`src/rtl/mem_port_arbiter.sv`:
```
// Shares one byte-wide memory between fetch (word reads) and data (byte/word loads/stores).
// Serialises each transfer into little-endian byte accesses and answers with a one-cycle ack.
module mem_port_arbiter #(
    parameter bit FIRST_GRANT = 1'b1
) (
    input  logic        clk,
    input  logic        rst_n,
    input  logic        if_req,
    input  logic [31:0] if_addr,
    output logic [31:0] if_rdata,
    output logic        if_ack,
    input  logic        d_req,
    input  logic        d_we,
    input  logic        d_byte,
    input  logic        d_sext,
    input  logic [31:0] d_addr,
    input  logic [31:0] d_wdata,
    output logic [31:0] d_rdata,
    output logic        d_ack,
    output logic [31:0] MMemory_raddr,
    input  logic [7:0]  MMemory_rdata,
    output logic [31:0] MMemory_waddr,
    output logic [7:0]  MMemory_wdata,
    output logic        MMemory_wren,
    output logic        busy,
    output logic        owner
);

    typedef enum logic [1:0] {IDLE, RD, WR, ACK} state_t;

    state_t      state, state_nxt;
    logic [1:0]  cnt;
    logic        lat_byte;
    logic        lat_sext;
    logic [23:0] lat_wdata_hi;
    logic [23:0] result;
    logic        gnt_if, gnt_d, last;
    logic [31:0] rd_word;

    // On a tie the requester that did not own the previous transfer wins.
    always_comb begin
        gnt_d   = d_req & (~if_req | ~owner);
        gnt_if  = if_req & ~gnt_d;
        last    = lat_byte ? (cnt == 2'd0) : (cnt == 2'd3);
        rd_word = lat_byte ? {{24{lat_sext & MMemory_rdata[7]}}, MMemory_rdata}
                           : {MMemory_rdata, result};
    end

    always_comb begin
        state_nxt = state;
        case (state)
            IDLE: begin
                if (gnt_d && d_we)
                    state_nxt = WR;
                else if (gnt_d || gnt_if)
                    state_nxt = RD;
            end
            RD:      if (last) state_nxt = ACK;
            WR:      if (last) state_nxt = ACK;
            ACK:     state_nxt = IDLE;
            default: state_nxt = IDLE;
        endcase
    end

    always_ff @(posedge clk or negedge rst_n) begin
        if (!rst_n)
            state <= IDLE;
        else
            state <= state_nxt;
    end

    assign busy = (state != IDLE);

    always_ff @(posedge clk or negedge rst_n) begin
        if (!rst_n) begin
            cnt           <= 2'd0;
            lat_byte      <= 1'b0;
            lat_sext      <= 1'b0;
            lat_wdata_hi  <= '0;
            result        <= '0;
            if_rdata      <= '0;
            if_ack        <= 1'b0;
            d_rdata       <= '0;
            d_ack         <= 1'b0;
            MMemory_raddr <= '0;
            MMemory_waddr <= '0;
            MMemory_wdata <= '0;
            MMemory_wren  <= 1'b0;
            owner         <= ~FIRST_GRANT;
        end else begin
            if_ack <= 1'b0;
            d_ack  <= 1'b0;
            case (state)
                IDLE: begin
                    if (gnt_if || gnt_d) begin
                        owner        <= gnt_d;
                        cnt          <= 2'd0;
                        lat_byte     <= gnt_d & d_byte;
                        lat_sext     <= d_sext;
                        lat_wdata_hi <= d_wdata[31:8];
                        if (gnt_d && d_we) begin
                            MMemory_waddr <= d_addr;
                            MMemory_wdata <= d_wdata[7:0];
                            MMemory_wren  <= 1'b1;
                        end else begin
                            MMemory_raddr <= gnt_d ? d_addr : if_addr;
                        end
                    end
                end
                RD: begin
                    MMemory_raddr <= MMemory_raddr + 32'd1;
                    cnt           <= cnt + 2'd1;
                    case (cnt)
                        2'd0:    result[7:0]   <= MMemory_rdata;
                        2'd1:    result[15:8]  <= MMemory_rdata;
                        default: result[23:16] <= MMemory_rdata;
                    endcase
                    if (last) begin
                        if (owner) begin
                            d_rdata <= rd_word;
                            d_ack   <= 1'b1;
                        end else begin
                            if_rdata <= rd_word;
                            if_ack   <= 1'b1;
                        end
                    end
                end
                WR: begin
                    if (last) begin
                        MMemory_wren <= 1'b0;
                        d_ack        <= 1'b1;
                    end else begin
                        MMemory_waddr <= MMemory_waddr + 32'd1;
                        cnt           <= cnt + 2'd1;
                        case (cnt)
                            2'd0:    MMemory_wdata <= lat_wdata_hi[7:0];
                            2'd1:    MMemory_wdata <= lat_wdata_hi[15:8];
                            default: MMemory_wdata <= lat_wdata_hi[23:16];
                        endcase
                    end
                end
                default: ;
            endcase
        end
    end

endmodule

```
`config.mk`:
```
export PLATFORM = sky130hd
export DESIGN_NAME = mem_port_arbiter
export DESIGN_NICKNAME = d
export VERILOG_FILES = /design/src/rtl/mem_port_arbiter.sv
export SDC_FILE = /design/constraint.sdc
export NUM_CORES = 1
export LEC_CHECK = 0
export CELL_PAD_IN_SITES_DETAIL_PLACEMENT = 0
export CELL_PAD_IN_SITES_GLOBAL_PLACEMENT = 1
export CORE_MARGIN = 4
export CORE_UTILIZATION = 41
export DETAILED_ROUTE_END_ITERATION = 10
export GPL_TIMING_DRIVEN = 0
export PLACE_DENSITY_LB_ADDON = 0.1
export SLEW_MARGIN = 20
export SYNTH_ARGS = -nofsm -noshare
export SYNTH_HDL_FRONTEND = slang
export SYNTH_SLANG_ARGS = --single-unit
```
`constraint.sdc`:
```
create_clock -name clk -period 5.9 [get_ports clk]
set_input_delay 1.18 -clock clk [delete_from_list [all_inputs] [get_ports clk]]
set_output_delay 1.18 -clock clk [all_outputs]
set_load 0.005 [all_outputs]
```
* Word level (Yosys, flattened, before mapping) *
Index checks and enable logic that the tools add are counted.

word-level totals
  register bits = 194
  latch bits = 0
  memory bits (writable) = 0
  ROM bits = 0
  output and inout bits = 141
  memories = 0

operators by class
  $add $sub $neg = 3
  $mul = 0
  div/mod/pow operators = 0
  order comparisons = 0
  equal/unequal tests = 12
  shift operators = 0
  multiplexer cells = 33
  bitwise logic cells = 9
  reduce and logical (&&, ||, !) cells = 21

operators with widths
  operator               count
  $mux 32                7
  $pmux 32 s2            2
  $add 32x1->32 const B  2
  $pmux 8 s2             2
  $mux 8                 3
  $pmux 2 s3             2
  $reduce_and 3->1       4
  $mux 1                 10
  $mux 2                 5
  $ne 2x2->1 const B     5
  $reduce_and 2->1       5
  $reduce_and 4->1       2
  $eq 2x2->1 const B     3
  $reduce_bool 2->1      3
  $and 1x1->1            4
  $eq 2x1->1 const B     2
  $logic_not 2->1        2
  $not 1->1              4
  $pmux 1 s2             2
  $reduce_or 2->1        2
  $ne 3x3->1 const B     1
  $reduce_bool 3->1      1
  $add 2x1->2 const B    1
  $ne 2x1->1 const B     1
  3 further kinds        3

* Logic depth before layout (Yosys ltp) *
  word-level depth = 9
  depth in mapped cells = 10
  depth with buffers taken out = 7

* Least setup slack after synthesis *
No wires, ideal clock.

  kind = input port to flip-flop
  start point = input d_req
  end point = register MMemory_raddr[14]
  arrival time = 2354 ps
  required time = 5763 ps
  path slack = 3409 ps
  cell stages on the path = 6
  path buffers = 2
  cells stage by stage = a21boi_1 > buf_2 > clkbuf_1 > mux2_2 > o22ai_1 > a21oi_1

between the ends
  word-level cells in the longest chain between the ends = 6
  elaborated cells between the ends (all ways) = 12

ends and longest elaborated chain
  item                        line  source
  start, declared             12    input logic d_req,
  $and 1x1->1 (*)             42    gnt_d = d_req & (~if_req | ~owner);
  $not 1->1                   43    gnt_if = if_req & ~gnt_d;
  $and 1x1->1                 43
  $logic_or 1x1->1            95    if (gnt_if || gnt_d) begin
  $ne 2x2->1 (no line)        -
  $reduce_and 3->1 (no line)  -
  end signal, assigned        106   MMemory_raddr <= gnt_d ? d_addr : if_addr;
  end signal, assigned        111   MMemory_raddr <= MMemory_raddr + 32'd1;
  end, declared               20    output logic [31:0] MMemory_raddr,

Every way passes the cells marked *; elsewhere a longest branch is shown, timed or not. The select of a mux whose other input is x is not followed.
A chain may end at the register's enable or synchronous reset.

* Worst setup path after layout *
  start point = register state[0]
  end point = output busy

between the ends
  word-level cells in the longest chain between the ends = 1

ends and longest elaborated chain
  item                    line  source
  start, declared         31    state_t state, state_nxt;
  start signal, assigned  69    state <= state_nxt;
  $reduce_bool 2->1       72    assign busy = (state != IDLE);
  end, declared           25    output logic busy,

Every way passes these cells.

==> out/summary.json <==
{
  "global_route": {
    "grt_first_pass_wirelength_um": 52600,
    "grt_max_degree": 92,
    "grt_antenna_before_repair": 3,
    "grt_pass1_vias": 8916,
    "grt_use_total_pct": 25.2,
    "gr-total-overflow": 0
  },
  "power_and_ir_drop": {
    "irDropWorstVdd_uv": 273,
    "total_leakage_power_nw": 5.41,
    "share_comb_of_total_power_pct": 48.4,
    "power_frac_seq_pct": 35.1,
    "switching_share_pct": 41.0,
    "p_switching_mw": 3.07,
    "power.share.clock_pct": 16.5,
    "power.internal_mw": 4.43,
    "power.density_cell_area_mw_per_mm2": 554
  },
  "routing": {
    "avgViaCountPerCell": 5.68,
    "routed-via-count": 9145,
    "totalWireLength_um": 34000,
    "detail_route.wl_per_cell_um": 21.1,
    "tritonroute_pass_1_iters": 5,
    "final_antenna_net_count": 0,
    "post-route-drc-count": 0,
    "first_iter_violations": 642
  },
  "worst_setup_path": {
    "worstSetupEndpoint": "busy",
    "reg2reg_setup_slack_ns": 3.36,
    "crit_path_launch": "state[0]",
    "crit_path_end_kind": "output pin",
    "critical_path.max_fanout": 10,
    "reg2regPathDepth": 8,
    "criticalPathCategory": "flip-flop to output pin",
    "timing.critical_path.required_ns": 4.72,
    "launching_point_of_the_worst_reg2reg_path": "cnt[0]",
    "start_kind": "flip-flop",
    "worst_ep_arrival_time_ns": 2.19,
    "r2r_end": "MMemory_waddr[20]"
  },
  "synthesis": {
    "synth_largest_area_cell": "sky130_fd_sc_hd__dfrtp_1",
    "synth_async_sr_flop_share_pct": 100,
    "synth_compound_area_share_pct": 17.2,
    "yosys.area_share.simple_pct": 15.8,
    "yosys_most_used_dff": "sky130_fd_sc_hd__dfrtp_1",
    "yosys-mux-area-fraction_pct": 13.1,
    "largest_family_of_logic_cells_by_synthesized_area": "compound AO/OA/AOI/OAI gates",
    "synth_area_leaders": "sky130_fd_sc_hd__dfrtp_1 49%, sky130_fd_sc_hd__mux2_2 8.6%, sky130_fd_sc_hd__a21oi_1 5.4%",
    "synth_enable_flop_cells": 0,
    "ys_ff_latch": 194,
    "synthesis.nets": 1122,
    "post_synth_instance_area_sq_mm": 0.00994,
    "synth_warnings": 0,
    "netlist-cell-type-count": 68,
    "synth_adder_area_share_pct": 1.13,
    "post_synth.cell_area_avg_sq_um": 9.92,
    "synth_top_area_share_pct": 48.8,
    "synth_cells": 1002,
    "yosys.area_share.xor_xnor_pct": 0.176,
    "synth.yosys.seq_area_share_pct": 48.8
  },
  "sta": {
    "post-route-worst-setup-slack_ns": 2.53,
    "worst_hold_slack_after_final_layout_ns": 0.483,
    "setup_violations": 0,
    "slew_headroom_pct": 45.1,
    "hold_viol": 0,
    "fin_crit_ns": 3.37,
    "grt_setup_unrepaired": "false",
    "fmax_ghz": 0.297,
    "final.setup.tns_ns": 0,
    "period_utilization_pct": 57.1,
    "worst_pin_slew_ns": 0.818,
    "drv_slew": 0,
    "fin_worst_skew_ns": 0.0176
  },
  "clocking": {
    "total_clock_buffers_created_by_cts": 17,
    "cts-resized-gates": 0,
    "numClockSinks": 194,
    "ctsHtreeMaxLevel": 4,
    "clock_tree_from_tritoncts": "done",
    "ctsRootBufferMaster": "sky130_fd_sc_hd__clkbuf_16",
    "clk_transition_reported_paths_ns": 0.08,
    "cts.repair_timing.setup_buffer_count": 0,
    "worst_skew_pair.late_latency_ns": 0.44,
    "post_cts_hold_buffer_count": 0,
    "clock_tree.buffer_depth": 2
  },
  "floorplan": {
    "die_area_sq_mm": 0.0268,
    "die_height_um": 164,
    "initial_cell_density_of_the_core_pct": 42.0,
    "core_area_sq_mm": 0.0237,
    "die_w_um": 164,
    "top_level_ports": 252,
    "number_of_placement_rows": 56
  },
  "layout": {
    "synthToLayoutAreaGrowth_pct": 36.3,
    "layout-drive-gt1-share_pct": 12.4,
    "final_cell_area_sq_mm": 0.0136,
    "final_core_utilization_pct": 57.2,
    "mostFrequentLayoutCell": "sky130_fd_sc_hd__clkdlybuf4s50_1",
    "seqCellArea_sq_mm": 0.00485,
    "most-common-layout-cells": "250 x sky130_fd_sc_hd__clkdlybuf4s50_1, 194 x sky130_fd_sc_hd__dfrtp_1, 107 x sky130_fd_sc_hd__a21oi_1, 89 x sky130_fd_sc_hd__nand2_1, 82 x sky130_fd_sc_hd__o21ai_0",
    "multi_input_gate_area_in_the_final_layout_sq_mm": 0.00472,
    "finalNetCount": 1394,
    "final.fill_count": 2242
  },
  "placement": {
    "buffer_ports.inserted": 251,
    "hpwl_um": 25500,
    "place.gp.congestion": 0.855,
    "preCtsSetupSlack_ns": 2.33,
    "post_dp_cell_area_sq_mm": 0.0129
  },
  "status": {
    "outcome": "completed"
  },
  "flow_run": {
    "maxCapViolCount": 0
  },
  "hold_path": {
    "hold_path_class": "flip-flop to flip-flop"
  }
}
[registers in the layout, summed over array words and instances, names as in the netlist]
| signal | count |
|---|---|
| MMemory_wdata | 8 |
| MMemory_wren | 1 |
| owner | 1 |
| lat_wdata_hi | 24 |
| lat_sext | 1 |
| if_rdata | 32 |
| state | 2 |
| MMemory_raddr | 32 |
| cnt | 2 |
| MMemory_waddr | 32 |
| d_ack | 1 |
| if_ack | 1 |
| d_rdata | 32 |
| result | 24 |
| lat_byte | 1 |
[through the flow]
stage | instances | power (mW)
2_1_floorplan | 1002 | 4.48
3_5_place_dp | 1574 | 6.29
4_1_cts | 1606 | 7.53
6_report | 1609 | 7.50
5_1_grt | 1608 | 8.07
3_3_place_gp | 1572 | 6.20
[cell type report]
class	count	area share, %
clock inverters	14	1.40
multi-input cells	722	34.8
clock buffers	18	3.24
plain buffers	65	2.15
diodes	3	0.0554
flip-flops and latches	194	35.8
well taps	319	2.95
repair buffers	253	19.0
inverters	21	0.582
[layer usage]
| metal | vias up | GRT usage (%) | routed length, um |
|---|---|---|---|
| met5 | - | 0 | 0 |
| met4 | 0 | 7.24 | 739 |
| met3 | 46 | 4.04 | 1880 |
| met2 | 303 | 38.5 | 15800 |
| met1 | 4531 | 37.0 | 15600 |
| li1 | 4265 | - | - |
[worst min path at each step]
stage               cells past startpoint                to        startpoint  slack (ns)
detailed placement                      2       d_rdata[19]       d_rdata[19]        0.47
floorplan                               2  MMemory_wdata[0]  MMemory_wdata[0]        0.47
finish                                  2       d_rdata[19]       d_rdata[19]        0.48
global route                            2        d_rdata[6]        d_rdata[6]        0.51
CTS                                     2       d_rdata[19]       d_rdata[19]        0.49
global placement                        2        d_rdata[6]        d_rdata[6]        0.46
[synth_stat cells, drive strengths merged (2+ instances only)]
cell,n
or3,6
or2,3
o211ai,2
nor4,20
and4,5
nand2,89
a31oi,4
inv,21
a31o,4
nor2b,2
o22ai,32
a22oi,25
a221o,2
nand3,46
and3,8
nand4,33
a21boi,3
mux2,76
o221a,4
xnor2,2
buf,18
o21ai,87
o31ai,5
a21oi,107
o221ai,3
or4,5
mux2i,44
dfrtp,194
nor2,56
nor3,24
clkbuf,47
ha,9
o21a,2
[critical path, cell delays in order (launching register included)]
cell and delay, ns:
sky130_fd_sc_hd__dfrtp_1 0.40, sky130_fd_sc_hd__inv_1 0.09, sky130_fd_sc_hd__ha_1 0.23, sky130_fd_sc_hd__buf_2 0.20, sky130_fd_sc_hd__inv_1 0.27, sky130_fd_sc_hd__clkdlybuf4s50_1 0.57
[power by group through the flow]
stage	registers, mW	logic, mW	clock network [mW]
2_1_floorplan	2.54	1.94	0
3_3_place_gp	2.63	3.57	0
3_5_place_dp	2.64	3.64	0
4_1_cts	2.62	3.65	1.26
5_1_grt	2.74	4.01	1.32
6_report	2.63	3.63	1.24
[logic make-up after synthesis]
family,count (synthesis)
and+or+nand+nor,299
AOI/OAI and AO/OA,292
DFF,194
muxes,120
buffers and inverters,86
adders and majority gates,9
xor gates and xnor gates,2
Note: power is estimated with default switching activity, not from simulation.
